### config.mk
export PLATFORM = sky130hd
export DESIGN_NAME = event_rr_scheduler
export DESIGN_NICKNAME = d
export VERILOG_FILES = /design/src/rtl/event_rr_scheduler.sv
export SDC_FILE = /design/constraint.sdc
export NUM_CORES = 1
export LEC_CHECK = 0
export ABC_AREA = 0
export CAP_MARGIN = 10
export CORE_MARGIN = 2
export CORE_UTILIZATION = 25
export DETAILED_ROUTE_END_ITERATION = 8
export PLACE_DENSITY_LB_ADDON = 0.15
export SYNTH_ARGS = -nofsm -noshare
export SYNTH_HDL_FRONTEND = slang
export SYNTH_SLANG_ARGS = --single-unit
### constraint.sdc
create_clock -name clk_i -period 3.9 [get_ports clk_i]
set_input_delay 0.78 -clock clk_i [delete_from_list [all_inputs] [get_ports clk_i]]
set_output_delay 0.78 -clock clk_i [all_outputs]
set_load 0.02 [all_outputs]
### src/rtl/event_rr_scheduler.sv
// rtl/event_rr_scheduler.sv - round-robin qualify/start/wait scheduler for a shared event processor
// Requests must stay high for STABLE_CYCLES samples before a start; all outputs come straight from flops.
module event_rr_scheduler #(
    parameter int NUM_CH        = 4,
    parameter int STABLE_CYCLES = 2,
    parameter int TIMEOUT       = 255,
    parameter int CNT_W         = 16
) (
    input  logic                       clk_i,
    input  logic                       rst_i,
    input  logic [NUM_CH-1:0]          req_i,
    input  logic                       done_i,
    output logic [NUM_CH-1:0]          grant_o,
    output logic                       start_o,
    output logic                       busy_o,
    output logic                       done_o,
    output logic                       err_o,
    output logic                       abort_o,
    output logic [$clog2(NUM_CH)-1:0]  id_o,
    output logic [NUM_CH*CNT_W-1:0]    count_o
);

    localparam int IDW = $clog2(NUM_CH);
    localparam int QW  = $clog2(STABLE_CYCLES + 1);
    localparam int TW  = $clog2(TIMEOUT + 1);

    typedef enum logic [2:0] {
        S_IDLE  = 3'd0,
        S_QUAL  = 3'd1,
        S_START = 3'd2,
        S_WAIT  = 3'd3,
        S_FIN   = 3'd4
    } state_t;

    state_t              state_q;
    logic [IDW-1:0]      sel_q;
    logic [IDW-1:0]      ptr_q;
    logic [QW-1:0]       qual_cnt_q;
    logic [TW-1:0]       timer_q;
    logic [NUM_CH-1:0]   grant_q;
    logic                start_q;
    logic                busy_q;
    logic                done_q;
    logic                err_q;
    logic                abort_q;
    logic [CNT_W-1:0]    count_q [NUM_CH];

    logic [IDW-1:0]      pick_d;
    logic                pick_vld_d;
    logic [IDW:0]        cand_sum_d;
    logic [IDW-1:0]      next_ptr_d;

    // First requesting channel at or above ptr_q, wrapping past NUM_CH-1.
    always_comb begin
        pick_d     = '0;
        pick_vld_d = 1'b0;
        cand_sum_d = '0;
        for (int k = 0; k < NUM_CH; k++) begin
            cand_sum_d = {1'b0, ptr_q} + (IDW+1)'(k);
            if (cand_sum_d >= (IDW+1)'(NUM_CH)) begin
                cand_sum_d = cand_sum_d - (IDW+1)'(NUM_CH);
            end
            if (!pick_vld_d && req_i[cand_sum_d[IDW-1:0]]) begin
                pick_d     = cand_sum_d[IDW-1:0];
                pick_vld_d = 1'b1;
            end
        end
    end

    assign next_ptr_d = (sel_q == IDW'(NUM_CH - 1)) ? '0 : sel_q + IDW'(1);

    always_ff @(posedge clk_i) begin
        if (rst_i) begin
            state_q    <= S_IDLE;
            sel_q      <= '0;
            ptr_q      <= '0;
            qual_cnt_q <= '0;
            timer_q    <= '0;
            grant_q    <= '0;
            start_q    <= 1'b0;
            busy_q     <= 1'b0;
            done_q     <= 1'b0;
            err_q      <= 1'b0;
            abort_q    <= 1'b0;
            for (int i = 0; i < NUM_CH; i++) begin
                count_q[i] <= '0;
            end
        end else begin
            start_q <= 1'b0;
            done_q  <= 1'b0;
            err_q   <= 1'b0;
            abort_q <= 1'b0;
            case (state_q)
                S_IDLE: begin
                    if (pick_vld_d) begin
                        sel_q      <= pick_d;
                        qual_cnt_q <= QW'(1);
                        grant_q    <= NUM_CH'(1) << pick_d;
                        busy_q     <= 1'b1;
                        state_q    <= S_QUAL;
                    end
                end
                S_QUAL: begin
                    if (!req_i[sel_q]) begin
                        abort_q <= 1'b1;
                        ptr_q   <= next_ptr_d;
                        grant_q <= '0;
                        busy_q  <= 1'b0;
                        state_q <= S_IDLE;
                    end else if (qual_cnt_q == QW'(STABLE_CYCLES)) begin
                        start_q <= 1'b1;
                        state_q <= S_START;
                    end else begin
                        qual_cnt_q <= qual_cnt_q + QW'(1);
                    end
                end
                S_START: begin
                    timer_q <= '0;
                    state_q <= S_WAIT;
                end
                S_WAIT: begin
                    // done_i is tested first so it wins over a coincident timeout.
                    if (done_i) begin
                        done_q         <= 1'b1;
                        count_q[sel_q] <= count_q[sel_q] + CNT_W'(1);
                        state_q        <= S_FIN;
                    end else if (timer_q == TW'(TIMEOUT - 1)) begin
                        err_q   <= 1'b1;
                        state_q <= S_FIN;
                    end else begin
                        timer_q <= timer_q + TW'(1);
                    end
                end
                S_FIN: begin
                    ptr_q   <= next_ptr_d;
                    grant_q <= '0;
                    busy_q  <= 1'b0;
                    state_q <= S_IDLE;
                end
                default: begin
                    grant_q <= '0;
                    busy_q  <= 1'b0;
                    state_q <= S_IDLE;
                end
            endcase
        end
    end

    assign grant_o = grant_q;
    assign start_o = start_q;
    assign busy_o  = busy_q;
    assign done_o  = done_q;
    assign err_o   = err_q;
    assign abort_o = abort_q;
    assign id_o    = sel_q;

    for (genvar g = 0; g < NUM_CH; g++) begin : g_count
        assign count_o[g*CNT_W +: CNT_W] = count_q[g];
    end

endmodule

# After elaboration in Yosys (flattened, before gate mapping)
# Memories as Yosys holds them, arrays and structs flattened. A register that Yosys moved wholly into a read port is not among the register bits.
# Cells that the tools add are included.
[totals]
input_bits = 7
ramBits = 64
mem_count = 1
elab_cells = 131
regBits = 26
output_inout_bits = 75
[memory_table]
columns = ["name", "depth", "width", "read_ports", "rd_clocked_by_memory_dff", "write_ports", "line", "source"]
rows = [
  ["count_q", 4, 16, 5, 1, 4, "46", "logic [CNT_W-1:0] count_q [NUM_CH];"],
]
[classes]
n_mux = 58
add_sub_neg = 11
reduce_logical = 21
shifts = 1
eq_ne = 15
bitwise = 4
order_cmp = 9
[ops]
columns = ["operator", "n"]
rows = [
  ["2-bit two-way mux", 16],
  ["1-bit two-way mux", 21],
  ["16-bit by 1-bit adder with 16-bit output, second input constant", 1],
  ["16-bit two-way mux", 1],
  ["8-bit two-way mux", 2],
  ["8-bit one-hot mux with 2 select lines", 1],
  ["16-bit OR reduction", 1],
  ["2-bit by 3-bit < comparator with 1-bit output, second input constant", 5],
  ["3-bit two-way mux", 5],
  ["2-bit inequality test, second input constant", 6],
  ["3-bit one-hot mux with 4 select lines", 1],
  ["4-bit one-hot mux with 3 select lines", 1],
  ["1-bit binary-select mux with 2-bit select", 5],
  ["3-bit greater-or-equal comparator, second input constant", 3],
  ["3-bit AND reduction", 3],
  ["8-bit by 1-bit adder with 8-bit output, second input constant", 1],
  ["8-bit equality test, second input constant", 1],
  ["4-bit two-way mux", 2],
  ["2-bit one-hot mux with 2 select lines", 2],
  ["2-bit by 1-bit subtractor with 2-bit output, second input constant", 4],
  ["2-bit by 2-bit adder with 3-bit output, second input constant", 2],
  ["3-bit by 2-bit equality test with 1-bit output, second input constant", 2],
  ["3-bit inequality test, second input constant", 2],
  ["2-bit nonzero test", 3],
  ["other kinds (16)", 28],
]

# Depth between registers and ports, before layout
[logic_depth]
depth_word = 17
mapped_depth = 8
depth_no_buf = 7

# Worst setup path after synthesis
# OpenSTA, ideal clock, no wires.
[synth_path]
path_kind = "input -> register"
start = "input rst_i"
end = "memory count_q[0][0], enable pin"
setup_ns = 0.375
n_path_buf = 1
required_time_ns = 3.525
stages = 5
setup_slack_ns = 1.342
arrival_ns = 2.183
path_cell_list = "nor4bb_1 > nand2_1 > or3_1 > clkbuf_1 > nand2b_1"
[synth_rtl]
columns = ["element", "line", "source"]
rows = [
  ["start: declaration", "10", "input logic rst_i,"],
  ["end: declaration", "46", ""],
]

==> out/summary.md <==
- completed — run status
- 394 nW/um^2 — Pwr Density
- 620 ps — worst slack, placed
- register to register — hold crit path type
- 0.604 — Rel. slew slack
- 24 — maximum number of pins on one net before global-route repair
- 3046 — via count
- 0 — Inserted Diodes
- 0 — residual overflow from global routing
- 0 — final antenna-violating net count
- 0 — reported max-cap violation count
- 350 ps — source-to-sink clock delay at the later pin of the worst-skew pair
- 0.762 — GP Congestion
- register — Critical Path End Type
- no — RSZ-0062 raised after global routing
- 60 ps — Clock transition at path regs
- 54 — number of unique standard cell types used by synthesis
- 0 — proportion of register bits with asynchronous set or reset after synthesis
- sky130_fd_sc_hd__clkdlybuf4s50_1 — library cell contributing the largest single delay on the critical path
- 136 um — overall die width
- 450 ps — Slowest Stage Delay on Critical Path
- 0 — Resized Gates After CTS
- 3930 ps — data required time at the worst endpoint
- sky130_fd_sc_hd__nor2_1 — most common cell in the synthesized netlist
- 3 — Worst Path Buf+Inv
- 0 — count of buffers added by post-CTS timing repair for setup
- 11400 um — total wirelength of the detailed-routed design
- 92 — clk sinks
- 0.335 — final standard cell utilization of the core
- 200 uV — worst IR drop on VDD
- 11.9 ps — clock skew after layout
- 31.8% — Area Growth Syn to Fin
- 3 — Clock H-tree levels
- 0 — total count of max-transition violations in the final report
- 9 — CTS Buf Count
- 17200 sq um — core box area
- 5760 sq um — final std cell area, no fill
- 17.0 um — post-DR wirelength/cell
- sky130_fd_sc_hd__clkbuf_16 — Clk Tree Root Cell
- 0.347 GHz — Fmax achieved
- 6 — total iterations of the first detailed-routing run
- 1734 — count of fill cells added during filler insertion
- 0.110 — share of post-route cells with drive strength above 1
- sky130_fd_sc_hd__edfxtp_1 — largest area contributor in the synthesized netlist
- 0.440 — fraction of post-synthesis cell area in the top cell type by area
- 64 — Post-synth EDFFs
- 2480 sq um — register area
- clkdlybuf4s50_1, nor4bb_1, nand2_1, or3_1, buf_4, nand2b_1, buf_4 — CP Cell Sequence
- 2880 ps — fin crit period
- 453 — layout net count
- 2.04 nW — leakage power
- 0.568 — fraction of the yosys area taken by sequential cells
- 48 — number of cell rows
- 0 — initial antenna violation count
- 353 — Cells after Synth
- sky130_fd_sc_hd__edfxtp_1 — Post-synth top flop
- 0 ps — final total negative setup slack
- 4.55 — number of vias per cell after detailed routing
- 2 — clock buffer depth
- simple AND/OR/NAND/NOR gates — cell family with the largest share of critical-path delay
- 17500 um — wire length of the first global-routing pass
- sky130_fd_sc_hd__edfxtp_1, sky130_fd_sc_hd__dfxtp_1, sky130_fd_sc_hd__nor2_1 — most area-consuming cells after synthesis
- 0 — final setup fails
- 594 ps — slew at the pin with the worst max-slew slack
- input pin to register — worst setup path category
- 8190 um — Detail Placement HPWL
- sky130_fd_sc_hd__buf_4 — CP dominant cell by count
- 0 — number of hold buffers added after cts
- 82 — ports placed on the boundary
- 0 — number of warnings printed during yosys synthesis
- 0 — final hold violation count
- 81 — count of input and output buffers
- 92 — flip-flop and latch count after synthesis
- yes — CTS tree
- 0.738 — Period Utilization, post-route
- 5470 sq um — post-place instance area
- 3080 — vias in the first global route
- 0.254 — starting density of the core
- 670 — non-filler instance count after layout
- 18600 sq um — area enclosed by the die boundary
- 0.126 — GRT Total Usage
- 2900 ps — Worst Path Arrival
- sky130_fd_sc_hd__nor2_1, sky130_fd_sc_hd__edfxtp_1, sky130_fd_sc_hd__dfxtp_1, sky130_fd_sc_hd__nand2_1 — synth cell count leaders
- 1020 ps — minimum setup slack in the final design
- 0 — DRC
- input pin — Worst Setup Start Kind
- 365 — nets in the synthesized netlist
- 4370 sq um — post-synth design cell area
- 17 — largest driver fanout on the critical path
- 1780 sq um — Multi-input gate area
- 136 um — vertical extent of the die
- 655 — Placed Cells incl. Taps
- 12.4 sq um — average size of a mapped cell
- 164 — initial DRC count
==> through the flow <==
| stage | hold slack, ps | power [W] |
|---|---|---|
| 3_5_place_dp | 453 | 0.00143 |
| 4_1_cts | 472 | 0.00230 |
| 6_report | 474 | 0.00227 |
| 2_1_floorplan | 481 | 0.00131 |
| 5_1_grt | 518 | 0.00235 |
| 3_3_place_gp | 452 | 0.00143 |
==> state kept, by name (all words and copies together), names as in the netlist, 2 cells and up, named ones only <==
signal	flops
count_q	64
timer_q	8
grant_o	4
state_q	3
id_o	2
ptr_q	2
qual_cnt_q	2
==> per-layer routing <==
metal / vias to the layer above / part of all wire / GRT usage
met5: - / 0 / 0
met4: 0 / 0.013 / 0.0394
met3: 10 / 0.047 / 0.0347
met2: 74 / 0.49 / 0.220
met1: 1494 / 0.44 / 0.152
li1: 1468 / - / -
==> worst paths after layout <==
kind                            startpoint              to  slack, ps  cells past startpoint
worst max-delay path                 rst_i  count_q[0][14]       1020                      7
worst min register to register      busy_o          busy_o        470                      2
worst min-delay path                busy_o          busy_o        470                      2
worst max register to register    register   count_q[0][8]       1170                      6
==> worst register-to-register path: cells and delay by family, from the launching register on <==
| family | cells | cell delay (ps) |
|---|---|---|
| xor+xnor | 1 | 390 |
| buf+inv | 1 | 320 |
| flops | 1 | 550 |
| mux | 1 | 730 |
| simple gates | 3 | 480 |
==> power breakdown <==
| part | leakage, nW | switching [W] | internal, W |
|---|---|---|---|
| Sequential | 0.888 | 0.0000337 | 0.00108 |
| Combinational | 1.02 | 0.000166 | 0.000128 |
| Clock | 0.135 | 0.000369 | 0.000493 |
==> cells in the final DEF, fill, tap and decap left out, types with 2 or more instances in the layout <==
cell type / n
sky130_fd_sc_hd__mux2i_1: 3
sky130_fd_sc_hd__o21ai_0: 3
sky130_fd_sc_hd__clkdlybuf4s50_1: 81
sky130_fd_sc_hd__and3_1: 2
sky130_fd_sc_hd__nand2b_1: 3
sky130_fd_sc_hd__nor4_4: 2
sky130_fd_sc_hd__buf_4: 12
sky130_fd_sc_hd__a31oi_1: 2
sky130_fd_sc_hd__nand4_1: 6
sky130_fd_sc_hd__a22oi_1: 5
sky130_fd_sc_hd__clkinvlp_4: 2
sky130_fd_sc_hd__ha_1: 5
sky130_fd_sc_hd__nor2b_1: 6
sky130_fd_sc_hd__clkinv_4: 2
sky130_fd_sc_hd__nand3_1: 7
sky130_fd_sc_hd__mux4_2: 6
sky130_fd_sc_hd__clkbuf_16: 9
sky130_fd_sc_hd__dfxtp_1: 28
sky130_fd_sc_hd__nand2_1: 18
sky130_fd_sc_hd__nor2_1: 88
sky130_fd_sc_hd__nor3_1: 11
sky130_fd_sc_hd__edfxtp_1: 64
sky130_fd_sc_hd__a21o_1: 2
sky130_fd_sc_hd__xnor2_2: 4
sky130_fd_sc_hd__inv_1: 6
sky130_fd_sc_hd__nor4_1: 3
sky130_fd_sc_hd__nand4_4: 2
sky130_fd_sc_hd__a21oi_1: 8
sky130_fd_sc_hd__xor2_1: 6
sky130_fd_sc_hd__or3_1: 2
sky130_fd_sc_hd__xnor2_1: 10
sky130_fd_sc_hd__mux4_1: 11
==> layout make-up <==
class	instances	share of cell area
flip-flops and latches	92	0.431
well taps	225	0.0489
clock buffers	9	0.0391
multi-input cells	239	0.309
repair buffers	93	0.156
clock inverters	6	0.0115
inverters	6	0.00391
==> logic make-up (layout without fill, tap and decap cells) <==
logic type      count (synthesis)  after routing  share of synthesized area
flops                          92             92                      0.568
xor+xnor                       20             20                     0.0469
buf+inv                        22            114                     0.0255
fa+ha+maj                       5              5                     0.0143
simple gates                  164            164                      0.194
mux                            21             21                      0.106
compound gates                 29             29                     0.0444
Note: power is estimated with default switching activity, not from simulation.
==> edit 1: new RTL, same flow settings <==
The 5 states of `state_t` get a one-hot encoding in 5 bits.
--- a/src/rtl/event_rr_scheduler.sv
+++ b/src/rtl/event_rr_scheduler.sv
@@ -24,12 +24,12 @@
     localparam int QW  = $clog2(STABLE_CYCLES + 1);
     localparam int TW  = $clog2(TIMEOUT + 1);
 
-    typedef enum logic [2:0] {
-        S_IDLE  = 3'd0,
-        S_QUAL  = 3'd1,
-        S_START = 3'd2,
-        S_WAIT  = 3'd3,
-        S_FIN   = 3'd4
+    typedef enum logic [4:0] {
+        S_IDLE  = 5'b00001,
+        S_QUAL  = 5'b00010,
+        S_START = 5'b00100,
+        S_WAIT  = 5'b01000,
+        S_FIN   = 5'b10000
     } state_t;
 
     state_t              state_q;
Formal check against the unedited RTL: no difference found for any inputs over 10 cycles, from zero or initial values and one cycle with rst_i high; not proved beyond that.
==> edit 1 against the original RTL <==
- count of clock-buffer cells in the layout increased by 1
- largest power group unchanged
- cell area rose by 0.56%
- worst setup slack improved by 0.15 ns
- global-route usage grew 0.63 points
- synthesized area increased by 0.14%
- sequential cell count up 2
- power grew 5.1%
- utilization rose by 0.19 points
- routed wire length rose by 4.8%
==> edit 1: results (changes against the original RTL) <==
| Metric | Value |
|---|---|
| 1st-iter DRT viols | `120 (-27%)` |
| Least-Margin Pin Slew | `0.677 ns (+0.0828 ns)` |
| EDFF count, synth | `64 (unchanged)` |
| Synth top area cells | `edfxtp_1 44%, dfxtp_1 14%, nor2_1 6.2%` |
| Syn Nets | `378 (+3.6%)` |
| Synth async-reset ratio | `0 (unchanged)` |
| Global placement routability congestion | `0.766 (+0.51%)` |
| Area after DPL | `5470 um2 (about the same)` |
| Pre-antenna DRT Iters | `4 (-2)` |
| Synthesized instance count | `366 (+3.7%)` |
| Setup Buffers After CTS | `0 (unchanged)` |
| Biggest cell delay along the critical path | `0.66 ns (+0.21 ns)` |
| GR met1 Demand/Resource | `0.159 (+0.00726)` |
| Synth cell types | `53 (-1.9%)` |
| Met2 Usage GRT | `0.231 (+0.0114)` |
| Warnings, synthesis | `0 (unchanged)` |
| Clk slew on worst S/H paths | `0.06 ns (about the same)` |
| Final #Nets | `466 (+2.9%)` |
| First-pass GRT wire length | `18500 um (+5.3%)` |
| Post-detail-place hpwl | `8400 um (+2.5%)` |
| Static Leak | `1.98 nW (-2.9%)` |
| Gr usage total | `0.133 (+0.00627)` |
| Peak VDD IR | `0.000207 V (+3.5%)` |
| Total length of routed wires | `12000 um (+4.8%)` |
| Delay-heaviest family, CP | `simple AND/OR/NAND/NOR gates` |
| Hold crit path type | `flop to flop` |
| Root buffer cell | `clkbuf_16` |
| Synth top cells by count | `72 x nor2_1, 64 x edfxtp_1, 30 x dfxtp_1` |
| Crit-path slowest cell | `dfxtp_1` |
| Number of global-route vias before repair | `3310 (+7.5%)` |
| Fin Clk Skew | `0.00640 ns (-0.00546 ns)` |
| Arrival time at the worst endpoint | `2.83 ns (-0.07 ns)` |
| Pin count of the biggest net entering global routing | `24 (unchanged)` |
| Biggest regs | `count_q x64, timer_q x8, state_q x5` |
| Grt met3 use | `0.0388 (+0.00410)` |
| # diodes | `0 (unchanged)` |
| Wirelength per Cell | `17.5 um (+2.7%)` |
| Placed cells | `668 (+2.0%)` |
| Share of cells above drive strength 1 | `0.0959 (-0.0143)` |
| Register area share after synthesis | `0.576 (+0.00834)` |
| Setup WS pre-CTS | `1.02 ns (+0.403 ns)` |
| Skew-Pair Late Insertion Delay | `0.35 ns (about the same)` |
| Vias per cell | `4.70 (+3.4%)` |
| Critical Path Fanout Max | `11 (-6)` |
| Status | `finished, final reports clean` |
-- edit 1: cell families after synthesis --
family          count (synthesis)  synth area share
simple gates                  161             0.183
flops                          94             0.576
compound gates                 45            0.0595
mux                            24             0.112
buf+inv                        23            0.0274
xor+xnor                       14            0.0280
fa+ha+maj                       5            0.0143
-- edit 1: area by class of cell --
cell class | instances | area, um2
sequential | 94 | 2520
multi-input combinational | 249 | 1740
timing repair buffer | 93 | 901
fill | 1758 | 11400
clock buffer | 10 | 229
inverter | 7 | 26.3
clock inverter | 6 | 93.8
tap | 225 | 282
-- edit 1: stage by stage --
stage,hold WS (ns),utilization,power (mW)
2_1_floorplan,0.445,-,1.33
3_3_place_gp,0.456,0.318,1.44
3_5_place_dp,0.471,0.318,1.44
4_1_cts,0.483,0.337,2.41
5_1_grt,0.507,0.337,2.48
6_report,0.477,0.337,2.38
-- edit 1: worst min-delay path: cells and delay by family (launching register included) --
family | cells | cell delay (ns)
AOI/OAI and AO/OA | 1 | 0.05
DFF | 1 | 0.32
and+or+nand+nor | 1 | 0.06
-- edit 1: metal layers --
metal / part of all wire / up-vias
met5: 0 / -
met4: 0.016 / 0
met3: 0.059 / 25
met2: 0.50 / 91
met1: 0.42 / 1574
li1: - / 1524
-- edit 1: power breakdown --
part / internal, mW / switching (mW) / total, mW
combinational: 0.121 / 0.164 / 0.285
sequential: 1.10 / 0.0352 / 1.13
clock: 0.568 / 0.397 / 0.965
total: 1.79 / 0.596 / 2.38
-- edit 1: path summary, 6_finish.rpt --
path	from	endpoint	slack, ns	cells after the start
hold reg to reg	grant_o[0]$_SDFFE_PP0P_	grant_o[0]$_SDFFE_PP0P_	0.48	2
setup reg to reg	flop	count_q[2][15]$_SDFFCE_PN0P_	1.17	6
setup / recovery	flop	count_q[2][15]$_SDFFCE_PN0P_	1.17	6
hold / removal	grant_o[0]$_SDFFE_PP0P_	grant_o[0]$_SDFFE_PP0P_	0.48	2
==> edit 2: new RTL, same flow settings <==
Without the edit above. Change the parameter `TIMEOUT` from 255 to 510.
--- a/src/rtl/event_rr_scheduler.sv
+++ b/src/rtl/event_rr_scheduler.sv
@@ -3,7 +3,7 @@
 module event_rr_scheduler #(
     parameter int NUM_CH        = 4,
     parameter int STABLE_CYCLES = 2,
-    parameter int TIMEOUT       = 255,
+    parameter int TIMEOUT       = 510,
     parameter int CNT_W         = 16
 ) (
     input  logic                       clk_i,
Check against the original RTL: same outputs for any inputs over 10 cycles, from zero or initial values and one cycle with rst_i high; that may be too few to reach the edited logic, so the function may still have changed.
==> edit 2 against the original RTL <==
- power is 6.5% higher
- die area is 1.4% higher
- register-to-register slack worse by 0.13 ns
- sequential cell count is 1 higher
- synthesized cell count is 5.9% higher
- cell area is 1.4% higher
- via count is 5.1% higher
- worst setup slack better by 0.014 ns
- routed wire length is 4.3% higher
- non-clock buffer count is 1 higher
- synthesized area is 1.4% higher
- combinational power is 18% higher
==> edit 2: results (changes against the original RTL) <==
| Metric | Value |
|---|---|
| Share of cells above drive strength 1 | `0.114 (+0.00362)` |
| Least-Margin Pin Slew | `0.647 ns (+0.0531 ns)` |
| Kind of critical path | `flop to flop` |
| Warnings, synthesis | `0 (unchanged)` |
| Pin count of the biggest net entering global routing | `25 (+4.2%)` |
| Setup Buffers After CTS | `0 (unchanged)` |
| Syn Nets | `386 (+5.8%)` |
| Root buffer cell | `clkbuf_16` |
| Gr usage total | `0.134 (+0.00757)` |
| Top reg by flops | `count_q` |
| EDFF count, synth | `64 (unchanged)` |
| Critical Path Fanout Max | `9 (-8)` |
| Status | `finished, final reports clean` |
| Hold crit path type | `flop to flop` |
| # diodes | `0 (unchanged)` |
| Synth cell types | `55 (+1.9%)` |
| Buffer depth of the longest clock path | `2 (unchanged)` |
| Synth top area cells | `edfxtp_1 43%, dfxtp_1 13%, mux4_2 8.1%` |
| Mux cell area share after synthesis | `0.0940 (-0.0125)` |
| First-pass GRT wire length | `18900 um (+8.1%)` |
| Pre-antenna DRT Iters | `4 (-2)` |
| H-tree depth | `3 (unchanged)` |
| Global placement routability congestion | `0.752 (-1.3%)` |
| Final #Nets | `474 (+4.6%)` |
| Clk slew on worst S/H paths | `0.06 ns (about the same)` |
| PostCTS Resize Cnt | `0 (unchanged)` |
| Fillers | `1756 (+1.3%)` |
| Register area share after synthesis | `0.564 (-0.00350)` |
| Via count | `3200 (+5.1%)` |
| 1st-iter DRT viols | `158 (-3.7%)` |
| Num CTS Buffers | `9 (unchanged)` |
| Antenna violations before repair | `0 (unchanged)` |
| Fin Clk Skew | `0.0111 ns (-0.000788 ns)` |
| Synth Area in Compound Gates | `0.0830 (+0.0386)` |
| Post-detail-place hpwl | `8710 um (+6.4%)` |
| Synth Area in Adders | `0.0141 (-0.000202)` |
| Peak VDD IR | `0.000200 V (about the same)` |
| Number of global-route vias before repair | `3370 (+9.4%)` |
| Synth top cells by count | `74 x nor2_1, 64 x edfxtp_1, 29 x dfxtp_1` |
| Total length of routed wires | `11900 um (+4.3%)` |
| Synth async-reset ratio | `0 (unchanged)` |
| Arrival time at the worst endpoint | `2.94 ns (+0.04 ns)` |
| IO buf count | `81 (unchanged)` |
| Skew-Pair Late Insertion Delay | `0.35 ns (about the same)` |
| Setup WS pre-CTS | `0.666 ns (+0.0460 ns)` |
| Post-Synth XOR/XNOR Area | `0.0356 (-0.0114)` |
| Static Leak | `1.93 nW (-5.6%)` |
| Largest register FFs | `64 (unchanged)` |
[edit 2: power breakdown]
part / total, mW / internal [mW] / switching, mW
combinational: 0.347 / 0.148 / 0.199
clock: 0.926 / 0.558 / 0.368
sequential: 1.14 / 1.09 / 0.0479
total: 2.41 / 1.80 / 0.615
[edit 2: critical path, cell delays in order, from the launching register on]
cell and delay [ns]:
dfxtp_1 0.70, buf_4 0.29, mux4_1 0.72, nand3_1 0.29, nor4_2 0.11, xnor2_1 0.39
nor2_1 0.09
[edit 2: path summary, 6_finish.rpt]
check / startpoint / to / slack [ns] / depth (start not counted)
max: flop / count_q[2][15]$_SDFFCE_PN0P_ / 1.04 / 6
min: qual_cnt_q[0]$_SDFFE_PP0P_ / qual_cnt_q[0]$_SDFFE_PP0P_ / 0.48 / 2
max reg2reg: flop / count_q[2][15]$_SDFFCE_PN0P_ / 1.04 / 6
min reg2reg: qual_cnt_q[0]$_SDFFE_PP0P_ / qual_cnt_q[0]$_SDFFE_PP0P_ / 0.48 / 2
[edit 2: stage by stage]
step	instances	power, mW	cell area (um2)	util
final	691	2.41	5840	0.338
after global routing	691	2.51	5840	0.338
after CTS	691	2.45	5840	0.338
after detailed placement	676	1.51	5530	0.320
after global placement	676	1.51	5530	0.320
after floorplan	374	1.38	4430	-
[edit 2: cell type report]
cell class | instances | area share
clock buffers | 9 | 0.0386
clock inverters | 6 | 0.0150
inverters | 11 | 0.00707
multi-input cells | 253 | 0.307
flip-flops and latches | 93 | 0.429
well taps | 225 | 0.0482
repair buffers | 94 | 0.156
[edit 2: layer usage]
layer,GRT usage,share of wire,vias to the layer above
met3,0.0374,0.052,12
li1,-,-,1559
met5,0,0,-
met4,0.0435,0.015,0
met1,0.165,0.44,1555
met2,0.226,0.50,74
[edit 2: cell families (layout without fill, tap and decap cells)]
family | Yosys count | count (layout)
buffers and inverters | 28 | 120
adder cells (fa/ha/maj) | 5 | 5
AND/OR/NAND/NOR | 154 | 154
multiplexers | 20 | 20
AO/OA/AOI/OAI | 56 | 56
XOR/XNOR | 18 | 18
flip-flops | 93 | 93
